[src/rtl/aes_prng_sched.sv]
// Reseed/launch/completion sequencer for the masked AES core and its PRNG.
// Optional RUN watchdog is compiled in with `define AES_SCHED_WATCHDOG_EN.
module aes_prng_sched #(
    parameter int RESEED_PERIOD = 1024,
    parameter int CNT_W         = 16,
    parameter int WDOG_CYCLES   = 64
) (
    input  logic             clk,
    input  logic             nrst,
    input  logic [79:0]      seed_in,
    input  logic             seed_valid,
    output logic             seed_ready,
    input  logic             in_valid,
    output logic             in_ready,
    output logic             out_valid,
    input  logic             out_ready,
    output logic             aes_valid_in,
    input  logic             aes_ready,
    input  logic             aes_cipher_valid,
    output logic [79:0]      prng_seed,
    output logic             prng_start_reseed,
    output logic             prng_out_ready,
    input  logic             prng_out_valid,
    input  logic             prng_busy,
    output logic             need_seed,
    output logic [CNT_W-1:0] enc_count,
    output logic [1:0]       err
);

    // state     | meaning
    // SEED_WAIT | no valid seed; host must supply one
    // RS_START  | one-cycle reseed strobe to the PRNG
    // RS_WAIT   | PRNG reseeding; first cycle ignored
    // READY     | randomness valid, accepting requests or a voluntary seed
    // LAUNCH    | presenting the request to the core
    // RUN       | core busy encrypting
    // DONE      | ciphertext valid, waiting for host
    // ERR       | dropout or watchdog; only a new seed recovers
    typedef enum logic [2:0] {
        SEED_WAIT, RS_START, RS_WAIT, READY, LAUNCH, RUN, DONE, ERR
    } state_t;

    localparam logic [CNT_W-1:0] PERIOD_C = CNT_W'(RESEED_PERIOD);

    if (longint'(RESEED_PERIOD) < 0 || longint'(RESEED_PERIOD) >= (longint'(1) << CNT_W)) begin : g_bad_period
        $error("RESEED_PERIOD must lie in [0, 2**CNT_W)");
    end
    if (WDOG_CYCLES < 1) begin : g_bad_wdog
        $error("WDOG_CYCLES must be at least 1");
    end

    state_t           state, state_nx;
    logic             rs_seen;
    logic [79:0]      seed_q;
    logic [CNT_W-1:0] cnt_q, cnt_nx, cnt_inc;
    logic             err_rd, err_rd_nx;
    logic             err_wd;
    logic             wd_fire;

    assign seed_ready        = (state == SEED_WAIT) || (state == READY) || (state == ERR);
    assign in_ready          = (state == READY) && prng_out_valid && !(seed_valid && in_valid);
    assign out_valid         = (state == DONE);
    assign aes_valid_in      = (state == LAUNCH);
    assign prng_out_ready    = (state == LAUNCH) || (state == RUN);
    assign prng_start_reseed = (state == RS_START);
    assign need_seed         = (state == SEED_WAIT);
    assign prng_seed         = seed_q;
    assign enc_count         = cnt_q;
    assign err               = {err_wd, err_rd};

    assign cnt_inc = (cnt_q == '1) ? cnt_q : cnt_q + CNT_W'(1);

    always_comb begin
        state_nx  = state;
        cnt_nx    = cnt_q;
        err_rd_nx = err_rd;
        case (state)
            SEED_WAIT: begin
                if (seed_valid) begin
                    state_nx = RS_START;
                    cnt_nx   = '0;
                end
            end
            RS_START: state_nx = RS_WAIT;
            RS_WAIT: begin
                if (rs_seen && !prng_busy && prng_out_valid) state_nx = READY;
            end
            READY: begin
                // a pending seed always beats a pending request
                if (seed_valid) begin
                    state_nx = RS_START;
                    cnt_nx   = '0;
                end else if (in_valid && in_ready) begin
                    state_nx = LAUNCH;
                end
            end
            LAUNCH: begin
                if (!prng_out_valid) begin
                    state_nx  = ERR;
                    err_rd_nx = 1'b1;
                end else if (aes_ready) begin
                    state_nx = RUN;
                end
            end
            RUN: begin
                if (!prng_out_valid) begin
                    state_nx  = ERR;
                    err_rd_nx = 1'b1;
                end else if (aes_cipher_valid) begin
                    state_nx = DONE;
                end else if (wd_fire) begin
                    state_nx = ERR;
                end
            end
            DONE: begin
                if (out_ready) begin
                    cnt_nx = cnt_inc;
                    if (RESEED_PERIOD != 0 && cnt_inc == PERIOD_C) state_nx = SEED_WAIT;
                    else                                           state_nx = READY;
                end
            end
            ERR: begin
                if (seed_valid) begin
                    state_nx  = RS_START;
                    err_rd_nx = 1'b0;
                    cnt_nx    = '0;
                end
            end
            default: state_nx = SEED_WAIT;
        endcase
    end

    always_ff @(posedge clk or negedge nrst) begin
        if (!nrst) begin
            state   <= SEED_WAIT;
            rs_seen <= 1'b0;
            seed_q  <= '0;
            cnt_q   <= '0;
            err_rd  <= 1'b0;
        end else begin
            state   <= state_nx;
            rs_seen <= (state == RS_WAIT);
            cnt_q   <= cnt_nx;
            err_rd  <= err_rd_nx;
            if (seed_valid && seed_ready) seed_q <= seed_in;
        end
    end

`ifdef AES_SCHED_WATCHDOG_EN
    localparam int              WD_W    = $clog2(WDOG_CYCLES + 1);
    localparam logic [WD_W-1:0] WD_LAST = WD_W'(WDOG_CYCLES - 1);

    logic [WD_W-1:0] wd_cnt;

    // fires on the edge that would bring the count to WDOG_CYCLES
    assign wd_fire = (state == RUN) && (wd_cnt == WD_LAST) && prng_out_valid && !aes_cipher_valid;

    always_ff @(posedge clk or negedge nrst) begin
        if (!nrst) begin
            wd_cnt <= '0;
            err_wd <= 1'b0;
        end else begin
            if (state == RUN) wd_cnt <= wd_cnt + WD_W'(1);
            else              wd_cnt <= '0;
            if (wd_fire)                          err_wd <= 1'b1;
            else if (state == ERR && seed_valid)  err_wd <= 1'b0;
        end
    end
`else
    assign wd_fire = 1'b0;
    assign err_wd  = 1'b0;
`endif

endmodule

[config.mk]
export PLATFORM = sky130hd
export DESIGN_NAME = aes_prng_sched
export DESIGN_NICKNAME = d
export VERILOG_FILES = /design/src/rtl/aes_prng_sched.sv
export SDC_FILE = /design/constraint.sdc
export NUM_CORES = 1
export LEC_CHECK = 0
export ABC_AREA = 1
export BUFFER_PORTS_ARGS = -buffer_cell sky130_fd_sc_hd__buf_2
export CORE_MARGIN = 3
export CORE_UTILIZATION = 46
export CTS_BUF_LIST = sky130_fd_sc_hd__clkbuf_16
export CTS_CLUSTER_SIZE = 24
export DETAILED_ROUTE_END_ITERATION = 8
export PLACE_DENSITY = 0.79
export SLEW_MARGIN = 30
export SYNTH_ARGS = -nofsm -noshare
export SYNTH_HDL_FRONTEND = slang
export SYNTH_SLANG_ARGS = --single-unit
export TNS_END_PERCENT = 1
[constraint.sdc]
create_clock -name clk -period 2.5 [get_ports clk]
set_clock_uncertainty 0.2 [all_clocks]
set_input_delay 0.5 -clock clk [delete_from_list [all_inputs] [get_ports clk]]
set_output_delay 0.5 -clock clk [all_outputs]
set_load 0.1 [all_outputs]
==> impl_metrics.tcl, run 1 <==
set metrics [dict create \
    hold_end "prng_seed[13]" \
    hp-class "input port to flop" \
    holdCritStartpoint "seed_in[13]" \
    start_util 0.4820 \
    crit_family "buffers and inverters" \
    netlist_area_sq_um 4517 \
    grt_overflow 0 \
    place.gp.congestion 0.9987 \
    dr.pass1.iters 5 \
    die_area_sq_um 11040 \
    r2r_start "enc_count[0]" \
    htree_levels 3 \
    cp_num_buf_inv 4 \
    hold_viol 0 \
    yosys_warnings 0 \
    r2r_slack_ps 200 \
    final.period_utilization 0.9660 \
    rows 35 \
    drc_errors 0 \
    die_h_um 105.1 \
    cts_buffers 9 \
    rr_endpoint "state[0]" \
    ys_types 27 \
    holdWs_ps 158.2 \
    drive_above_1_share 0.2949 \
    multi_input_area_sq_um 1772 \
    postLayoutCoreUtil 0.6398 \
    hpwl_um 9475 \
    tritoncts "yes" \
    synth_area_leaders "dfrtp_1 56%, nand2_1 25%, inv_1 3.2%, nor2_1 2.9%, o21ai_0 2.4%" \
    path_clk_slew_ps 70 \
    hold_depth 3 \
    ys_ff_latch 101 \
    synthCells 581 \
    synth_ff_type "dfrtp_1" \
    ios 194 \
    syn_area_per_cell_sq_um 7.774 \
    antenna_left 0 \
    grt_pass1_wl_um 20980 \
    clockBufferDepth 2 \
    max_stage_delay_ps 470 \
    drt_iter0_markers 260 \
    seq_area_sq_um 2529 \
    netlist.area_leader.share 0.5596 \
    min_period_ps 2415 \
    cts-root-buf "clkbuf_16" \
    arrival_ps 1720 \
    numPlacedInstances 892 \
    syn2layout_area_growth_pct 32.74 \
    path_class "flop to output port" \
    portBuffers 192 \
    slew_viol_final 0 \
    cap_viol_max_count 0 \
    yosysSeqAreaShare 0.5596 \
    die_w_um 105.1 \
    vias 4468 \
    core_area_sq_um 9371 \
    status "completed" \
    gr-usage-all-layers 0.2322 \
    crit_top_cell "inv_1" \
    synth-edff-count 0 \
    synth-async-reset-ratio 1.000 \
    critPathSlowestCell "dfrtp_2" \
    cp_max_fo 8 \
    synth_commonest_cells "304 x nand2_1, 101 x dfrtp_1, 39 x inv_1, 35 x nor2_1, 22 x o21ai_0" \
    finalWirelength_um 12610 \
    grt_max_degree 81 \
    cts_sinks 101 \
    yosys.area.top_type "dfrtp_1" \
    grt_antenna_before_repair 0 \
    antenna_cells 0 \
    clock_latency_ps 330 \
    vias_per_cell 4.915 \
    nNetsFinal 865 \
    detail_route.wl_per_cell_um 13.87 \
    postCtsSetupRepairBufs 0 \
    cp-end-kind "output port" \
    finalSetupViolCount 0 \
    rr_worst_depth 14 \
    max_freq_mhz 414.1 \
    startpoint_type "flop" \
    rsz0062_at_grt "yes" \
    required_ps 1800 \
    syn_nets 671 \
    layout.cells.non_filler 909 \
    path_cells "inv_1 > nor2_1 > inv_1 > nand2_1 > nor2_4 > inv_1 > buf_4" \
    worstSetupStartpoint "state[2]" \
    first_global_vias 4361 \
    n_fill_cell 844 \
    yosysMostFrequentCell "nand2_1" \
]
==> layout by cell type (no fill, tap or decap), types with 2 or more instances in the layout <==
cell,synthesis,layout
o21ai_0,22,22
nor2_4,1,2
nand2_1,304,304
inv_2,2,2
nor2_1,35,34
nand3_1,15,15
clkinv_4,0,2
o21bai_1,2,2
nand4_1,7,7
nor3_2,0,2
nor3_1,8,6
clkbuf_16,0,9
buf_2,2,189
buf_12,0,3
xor2_1,2,2
a21oi_1,3,3
o22ai_1,9,9
inv_1,39,41
dfrtp_1,101,100
nor4_1,2,2
buf_4,2,10
==> sequential cells by signal, indices dropped and copies added, names as in the netlist <==
name and cells:
prng_seed 80, err_rd 1, rs_seen 1, state 3
enc_count 16
==> layer usage <==
metal,share of wire,GRT usage,wire (um)
met5,0,0,0
met3,0.085,0.06733,1077
met4,0.011,0.06654,135
met1,0.41,0.2978,5118
met2,0.50,0.3836,6280
==> worst register-to-register path: stages, from the launching register on <==
cell and delay (ps):
dfrtp_1 370, ha_2 240, inv_1 50, nor2_1 170
nand2_1 160, nor2_1 190, nand2_1 60, o21ai_0 110
nand2_1 100, nor2_1 160, nand3_1 120, nand2_1 100
nand2_1 60, nand2_1 70, nand2_1 50
==> area by class of cell <==
cell class	count	area share
multi-input cells	418	0.2955
clock buffers	9	0.03756
well taps	129	0.02692
inverters	41	0.02567
clock inverters	7	0.008765
repair buffers	204	0.1838
flip-flops and latches	101	0.4217
==> worst max path at each step <==
stage | depth (start not counted) | end
finish | 7 | seed_ready
global route | 7 | seed_ready
CTS | 5 | in_ready
detailed placement | 14 | state[0]
global placement | 13 | state[0]
floorplan | 10 | enc_count[2]
==> timing repair <==
item,4_1_cts,5_1_grt
endpoints found under the hold margin,20,0
setup endpoints to repair,2,3
hold buffers,1,0
resized for setup,3,4
==> logic make-up (layout without fill, tap and decap cells) <==
logic type	after synthesis	in the layout	share of synthesized area
compound gates	39	39	0.04986
xor+xnor	2	2	0.003879
fa+ha+maj	1	1	0.002770
buf+inv	62	261	0.05374
flops	101	101	0.5596
other cells	1	1	0.0008302
simple gates	375	375	0.3294
==> through the flow <==
step / setup TNS (ps) / area, sq um / setup WS, ps
2_1_floorplan: -10300 / 4532 / -571.8
3_3_place_gp: 0 / 5688 / 360.5
3_5_place_dp: 0 / 5688 / 221.5
4_1_cts: 0 / 5986 / 5.947
5_1_grt: -30.68 / 5996 / -16.56
6_report: 0 / 5996 / 84.93
Power of run 1 is left out: the tool's default activity adds up to more than one toggle a clock period on the data nets, which glitch-free logic cannot reach.
==> run 2: changes to the inputs <==
CORE_UTILIZATION = 43   (was 46)
CTS_CLUSTER_SIZE = 40   (was 24)
PLACE_DENSITY = 0.77   (was 0.79)
clock period = 1.97 ns   (was 2.5 ns; I/O delays follow)
==> impl_metrics.tcl, run 2 (same netlist as run 1, synthesis figures left out) <==
set metrics [dict create \
    place.gp.congestion 0.9523 \
    syn2layout_area_growth_pct 50.42 \
    antenna_cells 0 \
    startpoint_type "flop" \
    die_h_um 108.5 \
    clock_latency_ps 340 \
    setup_ws_ps -199.6 \
    core_area_sq_um 10000 \
    vias_per_cell 4.888 \
    htree_levels 3 \
    grt_pass1_wl_um 21710 \
    path_clk_slew_ps 70 \
    tritoncts "yes" \
    portBuffers 192 \
    path_class "flop to flop" \
    worst_pin_slew_ps 567.9 \
    die_w_um 108.5 \
    slew_viol_final 0 \
    critPathSlowestCell "dfrtp_4" \
    hpwl_um 9962 \
    n_fill_cell 797 \
    vias 4746 \
    cts-root-buf "clkbuf_16" \
    gr-usage-all-layers 0.2336 \
    violations "setup timing" \
    start_util 0.4517 \
    largest_register_ffs 80 \
    max_stage_delay_ps 490 \
    path_cells "ha_4 > inv_2 > nor2_4 > nand2_4 > nor2_4 > buf_6 > nor3_4 > nand3_1 > nor2_1 > nand3_1 > nand2_1 > nand2_1 > nand2_1 > nand2_1" \
    antenna_left 0 \
    final.period_utilization 1.101 \
    dr.pass1.iters 5 \
    cp_max_fo 5 \
    cp-end-kind "flop" \
    hold_viol 0 \
    arrival_ps 2200 \
    hp-class "input port to flop" \
    drc_errors 0 \
    detail_route.wl_per_cell_um 14.20 \
    cap_viol_max_count 0 \
    die_area_sq_um 11770 \
    min_period_ps 2170 \
    cts_buffers 9 \
    tns_ps -811.2 \
    place_ws_ps -331.4 \
    final_cell_mix "297 x nand2_1, 182 x buf_2, 83 x dfrtp_1" \
    first_global_vias 4757 \
    grt_overflow 0 \
    finalWirelength_um 13790 \
    rows 36 \
    max_freq_mhz 460.9 \
    nNetsFinal 923 \
    grt_max_degree 102 \
    drive_above_1_share 0.4033 \
    finalSetupViolCount 8 \
    required_ps 2000 \
    grt_antenna_before_repair 0 \
    relSlewSlack 0.6214 \
    holdWs_ps 47.44 \
    rsz0062_at_grt "yes" \
    drt_iter0_markers 277 \
    crit_top_cell "nand2_1" \
    ios 194 \
    final_common_cell "nand2_1" \
    clockBufferDepth 2 \
    status "complete, but fails checks" \
    cts_sinks 101 \
]
==> run 2: through the flow <==
step                      instances  utilization  cell area (sq um)
after floorplan                 581            -               4591
after global placement          943       0.6205               6205
after detailed placement        943       0.6205               6205
after CTS                       970       0.6680               6680
after global routing            971       0.6794               6794
final                           971       0.6794               6794
==> run 2: critical path, delay by kind of cell (launching register included) <==
kind          cells  cell delay [ps]
flops             1              490
simple gates     11             1010
fa+ha+maj         1              180
buf+inv           2              200
==> run 2: worst paths after layout <==
check	slack (ps)	cells after the start	startpoint	to
min in group asynchronous	420	3	nrst	enc_count[10]
max reg2reg	-200	14	enc_count[1]	state[0]
max	-200	14	enc_count[1]	state[0]
min reg2reg	270	2	prng_seed[22]	prng_seed[22]
min	50	3	seed_in[33]	prng_seed[33]
max in group asynchronous	630	3	nrst	enc_count[0]
==> run 2: metal layers <==
metal,GRT usage,routed length [um],vias to the layer above
li1,-,-,2292
met1,0.2891,5444,2226
met2,0.3954,6957,202
met3,0.05612,1064,26
met4,0.09017,319,0
met5,0,0,-
==> run 2: layout make-up <==
cell class                 instances  area [sq um]  area share
clock buffer                       9         225.2     0.03315
clock inverter                     7         73.82     0.01087
inverter                          41         168.9     0.02486
multi-input combinational        418          1927      0.2836
sequential                       101          2555      0.3761
tap                              133         166.4     0.02449
timing repair buffer             262          1678      0.2470
==> run 2: what timing repair did <==
action,in CTS,in global routing
hold endpoints to repair,101,0
setup endpoints to repair,22,106
hold buffers,1,0
buffers inserted,10,1
pin swaps,11,15
resized for setup,29,31
Power of run 2 is left out for the same reason.
==> run 3: changes to the inputs <==
CORE_UTILIZATION = 45   (was 43)
CTS_BUF_LIST = sky130_fd_sc_hd__clkbuf_8   (was sky130_fd_sc_hd__clkbuf_16)
PLACE_DENSITY = 0.8   (was 0.77)
TNS_END_PERCENT = 20   (was 1)
==> impl_metrics.tcl, run 3 (same netlist as run 1, synthesis figures left out) <==
set metrics [dict create \
    syn2layout_area_growth_pct 49.09 \
    hp-class "input port to flop" \
    first_global_vias 4762 \
    grt_antenna_before_repair 0 \
    final_cell_mix "294 x nand2_1, 181 x buf_2, 85 x dfrtp_1" \
    cts-root-buf "clkbuf_8" \
    place.gp.congestion 0.9775 \
    tritoncts "yes" \
    layout.cells.non_filler 968 \
    finalSetupViolCount 48 \
    nNetsFinal 924 \
    design_area_sq_um 6734 \
    antenna_left 0 \
    hold_depth 3 \
    vias_per_cell 4.913 \
    cp_max_fo 3 \
    max_freq_mhz 464.5 \
    min_period_ps 2153 \
    vias 4756 \
    portBuffers 192 \
    die_w_um 106.2 \
    arrival_ps 1560 \
    status "complete, but fails checks" \
    rr_endpoint "enc_count[7]" \
    required_ps 1380 \
    drive_above_1_share 0.4076 \
    largest_register_ffs 80 \
    clockBufferDepth 2 \
    start_util 0.4753 \
    cts_buffers 9 \
    numPlacedInstances 929 \
    finalWirelength_um 13970 \
    holdCritStartpoint "seed_in[64]" \
    final_common_cell "nand2_1" \
    clock_latency_ps 360 \
    gr-usage-all-layers 0.2435 \
    drc_errors 0 \
    grt_max_degree 81 \
    final.period_utilization 1.093 \
    grt_pass1_wl_um 22110 \
    rows 35 \
    startpoint_type "flop" \
    path_clk_slew_ps 110 \
    path_class "flop to output port" \
    multi_input_area_sq_um 1934 \
    violations "setup timing" \
    r2r_start "state[2]" \
    antenna_cells 0 \
    n_fill_cell 718 \
    hold_end "prng_seed[64]" \
    core_area_sq_um 9503 \
    cap_viol_max_count 0 \
    hold_viol 0 \
    r2r_slack_ps -180 \
    ios 194 \
    slew_viol_final 0 \
    htree_levels 3 \
    rsz0062_at_grt "yes" \
    tns_ps -3223 \
    drt_iter0_markers 257 \
    worstSetupStartpoint "state[2]" \
    die_h_um 106.2 \
    detail_route.wl_per_cell_um 14.43 \
    hpwl_um 9777 \
    setup_ws_ps -182.8 \
    cp-end-kind "output port" \
    seq_area_sq_um 2552 \
    placed_area_sq_um 6137 \
    die_area_sq_um 11280 \
    rr_worst_depth 13 \
    dr.pass1.iters 5 \
    cts_sinks 101 \
    place_ws_ps -270.9 \
    grt_overflow 0 \
]
## run 3: critical path, stage by stage (launching register included)
cell and delay (ps):
dfrtp_1 440, buf_6 140, inv_4 40, buf_6 100, nor3_4 170, buf_6 140
buf_12 160
## run 3: repair_timing
action                     in CTS  in global routing
cloned                          1                  1
hold buffers                    2                  2
gates resized for setup        36                 28
setup endpoints to repair      66                105
buffers inserted                8                  9
pin swaps                      15                 18
hold endpoints to repair      102                  2
## run 3: metrics by stage
stage | utilization | hold slack, ps
finish | 0.7086 | 20.54
global route | 0.7086 | 1.356
CTS | 0.6889 | 0.3065
detailed placement | 0.6458 | 53.69
global placement | 0.6458 | 53.96
floorplan | - | -101.6
## run 3: layout make-up
class	instances	area share
Clock inverter	7	0.01171
Tap cell	129	0.02397
Sequential cell	101	0.3790
Inverter	41	0.02583
Timing Repair inverter	1	0.0007432
Clock buffer	9	0.01839
Multi-Input combinational cell	418	0.2873
Timing Repair Buffer	262	0.2531
## run 3: how the worst max path moves through the flow
| stage | to | depth (start not counted) |
|---|---|---|
| after CTS | in_ready | 5 |
| after detailed placement | state[0] | 14 |
| after floorplan | enc_count[4] | 8 |
| after global routing | enc_count[7] | 14 |
| after global placement | state[0] | 14 |
| final | out_valid | 6 |
## run 3: layer usage
metal	wire, um	up-vias	share of wire	global-route usage
met5	0	-	0	0
met4	207	0	0.015	0.07216
met3	1214	18	0.087	0.07590
met2	7069	225	0.51	0.4149
met1	5481	2211	0.39	0.2966
li1	-	2302	-	-
Power of run 3 is left out for the same reason.
